**config.mk**
```make
export PLATFORM = sky130hd
export DESIGN_NAME = gbt_link_sequencer
export DESIGN_NICKNAME = d
export VERILOG_FILES = /design/src/rtl/gbt_link_sequencer_pkg.sv /design/src/rtl/gbt_link_sequencer_sync_2ff.sv /design/src/rtl/gbt_link_sequencer.sv
export SDC_FILE = /design/constraint.sdc
export NUM_CORES = 1
export LEC_CHECK = 0
export ABC_CLOCK_PERIOD_IN_PS = 1880
export CAP_MARGIN = 20
export CORE_MARGIN = 4
export CORE_UTILIZATION = 35
export CTS_BUF_LIST = sky130_fd_sc_hd__clkbuf_16
export DETAILED_ROUTE_END_ITERATION = 7
export DONT_BUFFER_PORTS = 1
export MAX_ROUTING_LAYER = met4
export PLACE_DENSITY_LB_ADDON = 0.15
export SYNTH_ARGS = -nofsm -noshare
export SYNTH_HDL_FRONTEND = slang
export SYNTH_SLANG_ARGS = --single-unit
```
**constraint.sdc**
```tcl
create_clock -name ClkRs_ix -period 1.88 [get_ports ClkRs_ix]
set_input_delay 0.47 -clock ClkRs_ix [delete_from_list [all_inputs] [get_ports ClkRs_ix]]
set_output_delay 0.47 -clock ClkRs_ix [all_outputs]
set_load 0.05 [all_outputs]
```
**src/rtl/gbt_link_sequencer_pkg.sv**
```systemverilog
// Shared types and default constants for the GBT link bring-up sequencer.
package gbt_link_sequencer_pkg;

  typedef struct packed {
    logic clk;
    logic reset;
  } ckrs_t;

  typedef enum logic [2:0] {
    NO_SIGNAL = 3'd0,
    SETTLE    = 3'd1,
    WAIT_LOCK = 3'd2,
    BITSLIP   = 3'd3,
    LOCKED    = 3'd4,
    FAULT     = 3'd5
  } gbt_seq_state_t;

  localparam int unsigned GBT_SETTLE_CYCLES = 400;
  localparam int unsigned GBT_LOCK_TIMEOUT  = 400;
  localparam int unsigned GBT_BITSLIP_PULSE = 4;
  localparam int unsigned GBT_MAX_RETRIES   = 8;
  localparam int unsigned GBT_DROP_FILTER   = 3;

  function automatic int unsigned max_of(input int unsigned a, input int unsigned b);
    return (a > b) ? a : b;
  endfunction

endpackage

```
**src/rtl/gbt_link_sequencer_sync_2ff.sv**
```systemverilog
// Two-flop synchronizer bringing the asynchronous SFP LOS pin into the frame clock domain.
module sync_2ff
  import gbt_link_sequencer_pkg::*;
(
  input  ckrs_t ClkRs_ix,
  input  logic  d,
  output logic  q
);

  logic clk_s;
  logic meta_r;
  logic sync_r;

  assign clk_s = ClkRs_ix.clk;

  // metastability stage followed by the stable output stage
  always_ff @(posedge clk_s) begin
    if (ClkRs_ix.reset) begin
      meta_r <= 1'b0;
      sync_r <= 1'b0;
    end else begin
      meta_r <= d;
      sync_r <= meta_r;
    end
  end

  assign q = sync_r;

endmodule

```
**src/rtl/gbt_link_sequencer.sv**
```systemverilog
// GBT link bring-up/supervision FSM: settle after LOS, wait for lock with bounded bitslip
// retries, gate user data while locked and re-train on loss of lock.
module gbt_link_sequencer
  import gbt_link_sequencer_pkg::*;
#(
  parameter int unsigned SETTLE_CYCLES = GBT_SETTLE_CYCLES,
  parameter int unsigned LOCK_TIMEOUT  = GBT_LOCK_TIMEOUT,
  parameter int unsigned BITSLIP_PULSE = GBT_BITSLIP_PULSE,
  parameter int unsigned MAX_RETRIES   = GBT_MAX_RETRIES,
  parameter int unsigned DROP_FILTER   = GBT_DROP_FILTER
) (
  input  ckrs_t       ClkRs_ix,
  input  logic        sfp_los_i,
  input  logic        link_ready_i,
  input  logic        force_retrain_i,
  output logic        bitslip_reset_o,
  output logic        tx_data_en_o,
  output logic        link_up_o,
  output logic        fault_o,
  output logic [7:0]  retry_cnt_o,
  output logic [2:0]  state_o
);

  // the timer also times the bitslip pulse, so it must hold that load too
  localparam int TW = $clog2(max_of(max_of(SETTLE_CYCLES, LOCK_TIMEOUT), BITSLIP_PULSE) + 1);
  localparam int DW = $clog2(DROP_FILTER + 1);

  localparam logic [TW-1:0] SETTLE_LOAD  = TW'(SETTLE_CYCLES - 1);
  localparam logic [TW-1:0] LOCK_LOAD    = TW'(LOCK_TIMEOUT - 1);
  localparam logic [TW-1:0] BITSLIP_LOAD = TW'(BITSLIP_PULSE - 1);
  localparam logic [7:0]    RETRY_MAX    = 8'(MAX_RETRIES);
  localparam logic [DW-1:0] DROP_LAST    = DW'(DROP_FILTER - 1);

  logic           clk_s;
  logic           los_s;
  gbt_seq_state_t state_r, state_s;
  logic [TW-1:0]  timer_r, timer_s;
  logic [7:0]     retry_r, retry_s;
  logic [DW-1:0]  drop_r, drop_s;
  logic           fault_r, fault_s;
  logic           bitslip_r, tx_en_r, link_up_r;

  assign clk_s = ClkRs_ix.clk;

  sync_2ff u_los_sync (
    .ClkRs_ix (ClkRs_ix),
    .d        (sfp_los_i),
    .q        (los_s)
  );

  // next-state, timer, retry and drop-filter decisions in priority order
  always_comb begin
    state_s = state_r;
    timer_s = (timer_r != {TW{1'b0}}) ? (timer_r - TW'(1'b1)) : {TW{1'b0}};
    retry_s = retry_r;
    drop_s  = {DW{1'b0}};
    fault_s = fault_r;
    if (los_s) begin
      state_s = NO_SIGNAL;
      timer_s = {TW{1'b0}};
      retry_s = 8'd0;
    end else if (force_retrain_i && (state_r != NO_SIGNAL)) begin
      state_s = SETTLE;
      timer_s = SETTLE_LOAD;
      retry_s = 8'd0;
      fault_s = 1'b0;
    end else begin
      case (state_r)
        NO_SIGNAL: begin
          state_s = SETTLE;
          timer_s = SETTLE_LOAD;
        end
        SETTLE: begin
          if (timer_r == {TW{1'b0}}) begin
            state_s = WAIT_LOCK;
            timer_s = LOCK_LOAD;
          end else begin
            state_s = SETTLE;
          end
        end
        WAIT_LOCK: begin
          if (link_ready_i) begin
            state_s = LOCKED;
          end else if (timer_r == {TW{1'b0}}) begin
            if (retry_r < RETRY_MAX) begin
              state_s = BITSLIP;
              timer_s = BITSLIP_LOAD;
              retry_s = retry_r + 8'd1;
            end else begin
              state_s = FAULT;
              fault_s = 1'b1;
            end
          end else begin
            state_s = WAIT_LOCK;
          end
        end
        BITSLIP: begin
          if (timer_r == {TW{1'b0}}) begin
            state_s = SETTLE;
            timer_s = SETTLE_LOAD;
          end else begin
            state_s = BITSLIP;
          end
        end
        LOCKED: begin
          if (!link_ready_i) begin
            if (drop_r == DROP_LAST) begin
              state_s = SETTLE;
              timer_s = SETTLE_LOAD;
              retry_s = 8'd0;
            end else begin
              drop_s = drop_r + DW'(1'b1);
            end
          end else begin
            drop_s = {DW{1'b0}};
          end
        end
        FAULT: begin
          fault_s = 1'b1;
        end
        default: begin
          state_s = NO_SIGNAL;
          timer_s = {TW{1'b0}};
          retry_s = 8'd0;
        end
      endcase
    end
  end

  // state, counters and output decode registered together so outputs track state_r exactly
  always_ff @(posedge clk_s) begin
    if (ClkRs_ix.reset) begin
      state_r   <= NO_SIGNAL;
      timer_r   <= {TW{1'b0}};
      retry_r   <= 8'd0;
      drop_r    <= {DW{1'b0}};
      fault_r   <= 1'b0;
      bitslip_r <= 1'b0;
      tx_en_r   <= 1'b0;
      link_up_r <= 1'b0;
    end else begin
      state_r   <= state_s;
      timer_r   <= timer_s;
      retry_r   <= retry_s;
      drop_r    <= drop_s;
      fault_r   <= fault_s;
      bitslip_r <= (state_s == BITSLIP);
      tx_en_r   <= (state_s == LOCKED);
      link_up_r <= (state_s == LOCKED);
    end
  end

  assign bitslip_reset_o = bitslip_r;
  assign tx_data_en_o    = tx_en_r;
  assign link_up_o       = link_up_r;
  assign fault_o         = fault_r;
  assign retry_cnt_o     = retry_r;
  assign state_o         = state_r;

endmodule

```
==> summary.md <==
| Metric | Value |
|---|---|
| Status | complete, no violations |
| Synth cell types | 48 |
| Worst Setup SP | retry_cnt_o[6]$_SDFFE_PP0P_ |
| # rows | 23 |
| EDFF count, synth | 0 |
| Cts hold-fix bufs | 0 |
| Most used DFF post-synth | dfxtp_1 |
| Drt first pass iters | 7 |
| FF-to-FF path depth | 5 |
| Post-Synthesis Mean Instance Area | around 8.6 um2 |
| Slowest stage delay, CP | approximately 0.53 ns |
| Clk_lat worst skew | 0.26 ns |
| Most numerous cell in the Yosys netlist | dfxtp_1 |
| Arr. time, crit path | around 2 ns |
| Total wire length | approximately 5600 um |
| Peak VDD IR | ~1.1 mV |
| Mean routed wirelength per cell | 20.0 um |
| First-pass GRT wire length | just under 10000 um |
| Endpoints failing hold | 0 |
| Post-DP HPWL | 2720 um |
| Vias in the first global route | ~2100 |
| Crit path capture type | flop |
| Core Footprint | between 4000 and 5000 um2 |
| Syn nets | 179 |
| Final Critical Period | between 1.5 and 2 ns |
| Worst Path Max Fanout | 2 |
| Fraction of layout cells with a size suffix above 1 | between 50% and 60% |
| Post-Place Setup Slack | -0.0365 ns |
| Largest net degree at the start of global routing | 20 |
| Initial core utilization | between 30% and 40% |
| Layout Cells excl Fill | about 280 |
| Initial DRC Count | about 220 |
| FILL cells | around 280 |
| Area Overhead vs Synth | 89.5% |
| Cell taking the most area after synthesis | dfxtp_1 |
| Post-synthesis register bit count | 27 |
| Slew @ Worst Pin | approximately 0.63 ns |
| RSZ-0062 raised after global routing | yes |
| Setup tns final | 0 ns |
| Reg2Reg Setup Slack | between 0.02 and 0.025 ns |
| Hold Slack | roughly 0.074 ns |
| Crit path cell chain | or4_4 > o211ai_1 > a221oi_4 > clkbuf_16 > and3_4 |
| # port buffers | 0 |
| Initial antenna violation count | 0 |
| CTS clk-pin slew, worst paths | 0.07 ns |
| End of the worst register-to-register path | link_up_o$_SDFF_PP0_ |
| RD Place Congestion | 0.921 |
| Hold endpoint | state_o[0]$_SDFF_PP0_ |
| CTS tree | yes |
| Nets | ~240 |
| Total of max-cap violations | 0 |
| Leakage power | 1.16 nW |
| Vias | approximately 1700 |
| Largest cells by area after synthesis | dfxtp_1 37%, a21oi_1 4.1%, o21ai_0 4.1% |
| Register area share after synthesis | 37.2% |
| Kind of critical path | flop to flop |
| Yosys Warn Count | 0 |
| Fmax | 539 MHz |
| Die ar. | between 5000 and 6000 um2 |
| Final setup viols | 0 |
| Hold path start | ClkRs_ix[0] |
| Total Power Consumption | just under 6 mW |
| GR Util All Layers | approximately 27% |
| GRT overflow | 0 |
| Ports | 20 |
| Placed cells | approximately 240 |
| DRC violations left | 0 |
| CP startpoint kind | flop |
| Die Wd | about 72 um |
| Worst reg2reg path startpoint | retry_cnt_o[6]$_SDFFE_PP0P_ |
| Max Slew Vio Count | 0 |
| Slowest CP cell | or4_4 |
| Hold Crit Class | clock port to flop |
| Die H | ~72 um |
| Share of flip-flops with an asynchronous set or reset | 0% |
| Cells after Synth | 170 |
| Final critical-path share of the clock period | a little over nine tenths |
| Post-route ant nets | 0 |
| Synth top area share | a little under two fifths |
| Clock skew | about 0.0024 ns |
| Via-to-Cell Ratio | 6.11 |
| Worst EP required | a little over 2 ns |
| Cell Area, Synth | between 1000 and 1500 um2 |
| Hold path cells | 3 |
| Final WS setup | approximately 0.023 ns |
| Max-slew headroom | 57.6% |
| Top cells by count, synth | 27 x dfxtp_1, 12 x a21oi_1, 12 x o21ai_0, 11 x nor2_1 |
| Power Density | roughly 2100 nW/um2 |
| Number of diodes | 0 |
==> where the power goes <==
group	leakage (nW)	switching [mW]	internal (mW)
clock	0.548	1.12	2.56
combinational	0.393	0.702	0.552
sequential	0.223	0.188	0.704
==> worst max-delay path by stage <==
stage                                   to  depth (start not counted)
2_1_floorplan  retry_cnt_o[2]$_SDFFE_PP0P_                          7
3_3_place_gp   retry_cnt_o[2]$_SDFFE_PP0P_                          7
3_5_place_dp   retry_cnt_o[2]$_SDFFE_PP0P_                          7
4_1_cts        retry_cnt_o[2]$_SDFFE_PP0P_                          7
5_1_grt               fault_o$_SDFFE_PP0P_                          7
6_report              link_up_o$_SDFF_PP0_                          5
==> state kept, by name (all words and copies together), names as in the netlist <==
signal             cells
state_o                3
drop_r                 2
bitslip_reset_o        1
u_los_sync.q           1
link_up_o              1
timer_r                9
retry_cnt_o            8
fault_o                1
u_los_sync.meta_r      1
==> layout by cell type, fill, tap and decap left out, types with 5 or more instances in the layout <==
cell type	synthesis	routed
dfxtp_2	0	5
a21oi_1	12	8
nand2b_1	5	5
buf_4	1	35
nor2_1	11	9
o21ai_1	2	5
dfxtp_1	27	21
and3_1	6	5
clkbuf_16	0	28
o21ai_0	12	5
inv_1	6	10
==> cell families after synthesis <==
kind of cell | Yosys count | share of synthesized area (%)
AND/OR/NAND/NOR | 64 | 27.0
AO/OA/AOI/OAI | 51 | 22.8
flip-flops | 27 | 37.2
buffers and inverters | 16 | 4.56
XOR/XNOR | 6 | 3.61
adder cells (fa/ha/maj) | 4 | 3.44
multiplexers | 2 | 1.38
==> layout make-up <==
type | count | area [um2] | area share (%)
inverter | 6 | 22.5 | 0.817
clock inverter | 8 | 43.8 | 1.59
timing repair buffer | 31 | 236 | 8.58
tap | 50 | 62.6 | 2.27
multi-input combinational | 127 | 1100 | 40.0
sequential | 27 | 551 | 20.0
clock buffer | 33 | 738 | 26.8
==> what timing repair did <==
action                                  in CTS  in global routing
buffers inserted                             8                  3
pin swaps                                    6                 13
gates resized for setup                     30                 29
endpoints found under the setup margin      29                 34
==> per-stage QoR <==
stage	cell area [um2]	util, %
6_report	2760	68.9
5_1_grt	2760	68.9
4_1_cts	2640	66.0
3_5_place_dp	1680	41.9
3_3_place_gp	1680	41.9
2_1_floorplan	1480	-
==> layer usage <==
metal	vias up	part of all wire (%)	GRT usage [%]
met4	0	5.7	32.2
met2	124	49	32.0
met1	803	35	23.1
met3	44	11	22.7
met5	-	0	-
li1	753	-	-
==> worst max-delay path: cells and delay by family (launching register included) <==
kind | cells | cell delay (ns)
buffers and inverters | 1 | 0.18
DFF | 1 | 0.32
and+or+nand+nor | 2 | 0.69
AOI/OAI and AO/OA | 2 | 0.56
Note: power is estimated with default switching activity, not from simulation.
